## src/rtl/sdram_pkg.sv

```systemverilog
// Shared SDRAM-side definitions: write-packer state encoding, default burst
// geometry and fill byte, and a saturating counter helper.
package sdram_pkg;

  typedef enum logic {
    ST_PACK = 1'b0,
    ST_PAD  = 1'b1
  } wr_pack_state_t;

  localparam int         SDRAM_BURST_LEN_DEF = 256;
  localparam logic [7:0] SDRAM_PAD_BYTE_DEF  = 8'h00;

  function automatic logic [15:0] sat_inc16(input logic [15:0] v);
    return (v == 16'hFFFF) ? v : v + 16'd1;
  endfunction

endpackage

```

## src/rtl/sdram_wr_packer_if.sv

```systemverilog
// Byte-stream handshake feeding the SDRAM write packer.
interface sdram_wr_packer_if;
  logic       in_vld;
  logic       in_rdy;
  logic [7:0] in_data;
  logic       in_last;

  modport master (output in_vld, output in_data, output in_last, input  in_rdy);
  modport slave  (input  in_vld, input  in_data, input  in_last, output in_rdy);
endinterface

```

## src/rtl/sdram_wr_packer.sv

```systemverilog
// Packs a byte stream into 16-bit SDRAM write-FIFO words, padding odd frames and,
// when SDRAM_WR_PACK_PAD_EN is defined, padding each frame to a whole burst.
module sdram_wr_packer
  import sdram_pkg::*;
#(
  parameter int         BURST_LEN = SDRAM_BURST_LEN_DEF,
  parameter logic [7:0] PAD_BYTE  = SDRAM_PAD_BYTE_DEF,
  parameter bit         LSB_FIRST = 1'b1
) (
  input  logic               w_clk,
  input  logic               rst,
  sdram_wr_packer_if.slave   stream,
  input  logic               fifo_full,
  output logic               wen,
  output logic [15:0]        din,
  output logic               frame_done,
  output logic [15:0]        frame_len
);

  localparam int BW = $clog2(BURST_LEN);

  wr_pack_state_t state_q, state_d;
  logic           half_q, half_d;
  logic [7:0]     hold_q, hold_d;
  logic [BW-1:0]  burst_q, burst_d;
  logic [15:0]    word_q, word_d;
  logic           wen_q, wen_d;
  logic [15:0]    din_q, din_d;
  logic           done_q, done_d;
  logic [15:0]    len_q, len_d;

  logic           rdy;
  logic           accept;
  logic [BW-1:0]  burst_inc;
  logic [15:0]    word_inc;

  function automatic logic [15:0] order(input logic [7:0] first, input logic [7:0] second);
    return LSB_FIRST ? {second, first} : {first, second};
  endfunction

  // The cycle carrying frame_done is held off so the next frame starts cleanly
  // after the counters have been cleared.
  assign rdy       = (state_q == ST_PACK) && !fifo_full && !done_q && !rst;
  assign accept    = stream.in_vld && rdy;
  assign burst_inc = burst_q + BW'(1);
  assign word_inc  = sat_inc16(word_q);

  assign stream.in_rdy = rdy;
  assign wen           = wen_q;
  assign din           = din_q;
  assign frame_done    = done_q;
  assign frame_len     = len_q;

  always_comb begin
    // NOTE: every variable gets a default first so no path can infer a latch.
    state_d = state_q;
    half_d  = half_q;
    hold_d  = hold_q;
    burst_d = burst_q;
    word_d  = word_q;
    wen_d   = 1'b0;
    din_d   = din_q;
    done_d  = 1'b0;
    len_d   = len_q;

    case (state_q)
      ST_PACK: begin
        if (accept) begin
          if (!half_q && !stream.in_last) begin
            hold_d = stream.in_data;
            half_d = 1'b1;
          end else begin
            wen_d   = 1'b1;
            din_d   = half_q ? order(hold_q, stream.in_data)
                             : order(stream.in_data, PAD_BYTE);
            half_d  = 1'b0;
            burst_d = burst_inc;
            word_d  = word_inc;
            if (stream.in_last) begin
`ifdef SDRAM_WR_PACK_PAD_EN
              if (burst_inc != '0) begin
                state_d = ST_PAD;
              end else begin
                done_d = 1'b1;
                len_d  = word_inc;
                word_d = '0;
              end
`else
              done_d = 1'b1;
              len_d  = word_inc;
              word_d = '0;
`endif
            end
          end
        end
      end
`ifdef SDRAM_WR_PACK_PAD_EN
      ST_PAD: begin
        if (!fifo_full) begin
          wen_d   = 1'b1;
          din_d   = {PAD_BYTE, PAD_BYTE};
          burst_d = burst_inc;
          word_d  = word_inc;
          if (burst_inc == '0) begin
            done_d  = 1'b1;
            len_d   = word_inc;
            word_d  = '0;
            state_d = ST_PACK;
          end
        end
      end
`endif
      default: state_d = ST_PACK;
    endcase
  end

  // NOTE: sequential state uses non-blocking assignments only, so every register
  // samples the values from before this edge.
  always_ff @(posedge w_clk) begin
    if (rst) begin
      state_q <= ST_PACK;
      half_q  <= 1'b0;
      hold_q  <= '0;
      burst_q <= '0;
      word_q  <= '0;
      wen_q   <= 1'b0;
      din_q   <= '0;
      done_q  <= 1'b0;
      len_q   <= '0;
    end else begin
      state_q <= state_d;
      half_q  <= half_d;
      hold_q  <= hold_d;
      burst_q <= burst_d;
      word_q  <= word_d;
      wen_q   <= wen_d;
      din_q   <= din_d;
      done_q  <= done_d;
      len_q   <= len_d;
    end
  end

endmodule

```

## src/flat_wrapper.sv

```systemverilog
// flat-port wrapper written by rule: the top's interface ports become plain ports
module sdram_wr_packer_flat import sdram_pkg::*;
#(
  parameter int         BURST_LEN = SDRAM_BURST_LEN_DEF,
  parameter logic [7:0] PAD_BYTE  = SDRAM_PAD_BYTE_DEF,
  parameter bit         LSB_FIRST = 1'b1
)
  (w_clk, rst, fifo_full, wen, din, frame_done, frame_len, stream_in_vld, stream_in_data, stream_in_last, stream_in_rdy);
  sdram_wr_packer_if stream_i ();
  input  logic w_clk;
  input  logic rst;
  input  logic fifo_full;
  output logic wen;
  output logic [15:0] din;
  output logic frame_done;
  output logic [15:0] frame_len;
  input wire logic [$bits(stream_i.in_vld)-1:0] stream_in_vld;
  input wire logic [$bits(stream_i.in_data)-1:0] stream_in_data;
  input wire logic [$bits(stream_i.in_last)-1:0] stream_in_last;
  output wire logic [$bits(stream_i.in_rdy)-1:0] stream_in_rdy;
  assign stream_i.in_vld = stream_in_vld;
  assign stream_i.in_data = stream_in_data;
  assign stream_i.in_last = stream_in_last;
  assign stream_in_rdy = stream_i.in_rdy;
  sdram_wr_packer #(.BURST_LEN(BURST_LEN), .PAD_BYTE(PAD_BYTE), .LSB_FIRST(LSB_FIRST)) u_core (.w_clk(w_clk), .rst(rst), .stream(stream_i), .fifo_full(fifo_full), .wen(wen), .din(din), .frame_done(frame_done), .frame_len(frame_len));
endmodule
```

## config.mk

```make
export PLATFORM = sky130hd
export DESIGN_NAME = sdram_wr_packer_flat
export DESIGN_NICKNAME = d
export VERILOG_FILES = /design/src/rtl/sdram_pkg.sv /design/src/rtl/sdram_wr_packer_if.sv /design/src/rtl/sdram_wr_packer.sv /design/src/flat_wrapper.sv
export SDC_FILE = /design/constraint.sdc
export NUM_CORES = 1
export LEC_CHECK = 0
export ABC_AREA = 1
export ABC_CLOCK_PERIOD_IN_PS = 2700
export CAP_MARGIN = 20
export CORE_MARGIN = 2
export CORE_UTILIZATION = 56
export CTS_CLUSTER_SIZE = 28
export DETAILED_ROUTE_END_ITERATION = 8
export GPL_ROUTABILITY_DRIVEN = 0
export PLACE_DENSITY = 0.84
export SLEW_MARGIN = 20
export SYNTH_ARGS = -nofsm -noshare
export SYNTH_HDL_FRONTEND = slang
export SYNTH_SLANG_ARGS = --single-unit
```

## constraint.sdc

```tcl
create_clock -name w_clk -period 2.7 [get_ports w_clk]
set_clock_uncertainty 0.2 [all_clocks]
set_input_delay 0.27 -clock w_clk [delete_from_list [all_inputs] [get_ports w_clk]]
set_output_delay 0.27 -clock w_clk [all_outputs]
set_load 0.005 [all_outputs]
```

==> summary by stage <==
Floorplan
The die extent in y is 72.6 um. The placeable core region is approximately 4400 um^2. The floorplan has 24 rows.

The die covers 5270 um^2. From left edge to right edge, the die measures slightly above 70 um. The total I/O pin count is 48. For this configuration, the core starts out at a cell density of 0.592.

Synth
The biggest area contributor in the post-synthesis netlist is dfxtp_1. In this run the cell area of the synthesized design comes to roughly 2600 um^2. Sorting the synthesized cells by area gives the leading types as dfxtp_1 45%, nand2_1 9.8%, o21ai_0 6.7%. Synthesis produced a netlist with a net count of around 350. Each instance of the synthesized netlist takes up on average 7.86 um^2. The synthesized instance count is approximately 340. The share of synthesized area in the top cell type comes to 0.449. The Yosys step of the flow raised 0 warnings. Of the synthesized area, sequential elements account for 0.449. In this run, synthesis produced a sequential element count of 59. Yosys mapped the design onto 32 distinct sky130hd cell types.

Placement
The number of placed instances with taps included is between 400 and 500. Port buffering added 47 buffers. The sum of net half-perimeters after detailed placement is 4.26 mm. After detailed placement, the total cell area comes to ~3100 um^2.

Power
The largest vdd supply drop is between 400 and 500 uV. The cell leakage power is 1.31 nW. The proportion of power drawn by combinational gates is 0.068. Of the total power, the clock network draws 0.441. Of the total power, the share spent switching nets is 0.227. Of the total power, registers draw 0.490. The internal cell power is 1.42 mW. The net switching power is 418 uW. The power per unit of standard cell area is 557 nW/um^2.

Route
Using the TritonRoute via totals, the vias-per-cell ratio works out to 5.42. The first detailed-routing pass took 4 iterations. The residual antenna-violating net count after detailed routing is 0. The number of vias after detailed routing is approximately 2,400. The final routed wirelength across all metal layers is 6.13 mm. After detailed routing, the average wire length per cell comes to ~14 um. The first routing iteration left 121 violations.

The DRC violation count after routing is 0.

CTS
The total setup buffers inserted after CTS is 0. Clock-pin slew was measured on the worst setup and hold paths at about 60 ps. The clock tree buffer depth is 2. Clock tree synthesis inserted a total of 9 buffers. CTS placed an instance of clkbuf_8 at the clock tree root. The number of sinks driven by the clock tree is approximately 60.

The later-pin clock latency in the skew report is between 300 and 400 ps. The cts-stage hold buffer count is 0. The H-tree depth reported by CTS is 3. The number of gates given a new drive strength after cts is 0.

TritonCTS built the clock tree.

Worst hold path
The kind of path behind the tightest hold check is flip-flop to flip-flop.

Worst setup path
The critical path class is flip-flop to flip-flop. For the worst setup path, the data arrival time is ~2100 ps. The critical path startpoint category is a flip-flop. Walking the worst path, the cells encountered are ha_1 > inv_1 > nor2_2 > nand2_2 > nor2_4 > inv_2 > nand2_1 > nand2_1 > o21bai_1 > inv_1.

The slowest stage of the critical path belongs to the cell dfxtp_1. For this run, the slowest stage of the critical path takes approximately 420 ps. For the worst setup path, the data required time is between 2000 and 3000 ps.

The worst setup path is captured at a flip-flop. Along the worst path, the maximum fanout reaches 11.

Run
The max capacitance violation total is 0.

Timing
The ratio of final minimum period to clock period is 0.760. The maximum clock rate is around 500 MHz. Setup repair after global routing left no endpoint under its margin. The max-slew violation total from the final report is 0.

Setup violations remaining at the end of the flow were counted as 0. The setup TNS is 0 ps. The number of hold violations in the final report is 0. The transition time of the tightest slew-check pin is around 510 ps.

The worst pin sits at a relative slew slack of 0.662. The smallest clock period supported by the final layout is computed as between 2000 and 2500 ps.

Final layout
Of the cells placed in the final design, the portion with a size suffix greater than 1 is 0.121. The fill cell instance count of the final layout is between 300 and 400. The footprint of the multi-input gates is 1260 um^2. The number of antenna diodes in the final layout is 0. The final layout contains 399 nets. The filler-free cell count of the finished design is approximately 440. The sequential cells in the finished layout cover a total of around 1200 um^2. The area added between synthesis and finish is 25.5%. The area of all placed cells without fillers is ~3300 um^2.

GRT
The first global-routing pass estimated 10.7 mm of wire. The overall global routing resource usage is 0.261. After global routing the overflow that remains totals 0. The number of antenna violations at the first check in global routing is 0. The number of global-route vias before repair is 2,383. Entering global routing, the biggest net connects 33 pins.

Outcome
The flow ran to the end, and the final reports show no timing, DRC or antenna violations.
-- layer usage --
metal	vias up	wire length, um	global-route usage
met5	-	0	0
met4	0	149	0.113
met3	18	375	0.0917
met2	80	2940	0.435
met1	1087	2660	0.303
li1	1204	-	-
-- power groups by stage --
stage / registers [mW] / logic (mW) / clock network, mW
floorplan: 0.920 / 0.0601 / 0
global placement: 0.921 / 0.122 / 0
detailed placement: 0.922 / 0.125 / 0
CTS: 0.903 / 0.126 / 0.815
global route: 0.905 / 0.139 / 0.854
finish: 0.902 / 0.126 / 0.812
-- final timing paths --
path	startpoint	to	slack, ps	cells after the start
setup / recovery	u_core.word_q[0]	u_core.frame_len[1]	650	10
hold / removal	u_core.din[11]	u_core.din[11]	280	1
setup reg to reg	u_core.word_q[0]	u_core.frame_len[1]	650	10
hold reg to reg	u_core.din[11]	u_core.din[11]	280	1
-- per-stage QoR --
stage               hold WS (ps)  utilization  power, mW  worst slack, ps
global route                 298        0.743       1.90              500
CTS                          276        0.743       1.84              654
finish                       275        0.743       1.84              647
global placement             253        0.700       1.04              409
detailed placement           256        0.700       1.05              319
floorplan                    139            -      0.980             1000
-- layout by cell type, fill, tap and decap left out --
cell,synthesis,final
o21a_1,1,1
inv_1,23,23
a22o_4,1,1
xor2_1,1,1
buf_4,1,2
nor2_1,45,45
o21ai_2,2,2
clkbuf_1,3,2
xnor2_1,3,3
nor3_1,1,1
nor2_2,1,1
nor3_4,2,2
and2_1,1,1
ha_1,1,1
inv_2,8,8
nand4_1,6,6
clkbuf_8,0,11
nor2_4,7,7
nand2_1,69,69
o21ai_0,35,35
o21ai_1,12,12
a22o_1,7,7
clkdlybuf4s50_1,0,47
nand3_1,9,9
nor2_8,1,1
nand3_2,5,5
clkinv_2,0,1
a21oi_1,7,7
o21bai_1,5,5
nand3_4,1,1
dfxtp_1,59,59
nand2_2,4,4
bufinv_16,0,1
a31oi_1,8,8
-- synthesized netlist by cell type, drive strengths merged --
cell type / instances
ha: 1
inv: 31
xor2: 1
o21a: 1
clkbuf: 3
buf: 7
nor3: 3
dfxtp: 59
and2: 1
o21bai: 5
a22o: 8
o21ai: 49
xnor2: 3
nand4: 6
a31oi: 8
a21oi: 7
nand2: 73
nor2: 54
nand3: 15
-- state kept, by name, summed over array words and instances (netlist names) --
register           count
u_core.word_q         16
u_core.frame_done      1
u_core.wen             1
u_core.hold_q          8
u_core.frame_len      16
u_core.half_q          1
u_core.din            16
-- worst max-delay path, delay by kind of cell, from the launching register on --
kind            cells  cell delay (ps)
flops               1              420
fa+ha+maj           1              250
simple gates        5              660
compound gates      1              120
buf+inv             3              300
-- layout make-up --
class | instances | share of cell area
Clock inverter | 2 | 0.0106
Multi-Input combinational cell | 235 | 0.382
Sequential cell | 59 | 0.358
Inverter | 31 | 0.0352
Clock buffer | 13 | 0.0481
Timing Repair Buffer | 49 | 0.147
Tap cell | 52 | 0.0197
-- kinds of logic (layout without fill, tap and decap cells) --
family | Yosys count | after routing | synth area share
compound gates | 78 | 78 | 0.175
xor+xnor | 4 | 4 | 0.0133
fa+ha+maj | 1 | 1 | 0.00475
buf+inv | 41 | 95 | 0.0722
flops | 59 | 59 | 0.449
simple gates | 152 | 152 | 0.286
Power figures use the tool's default switching activity.
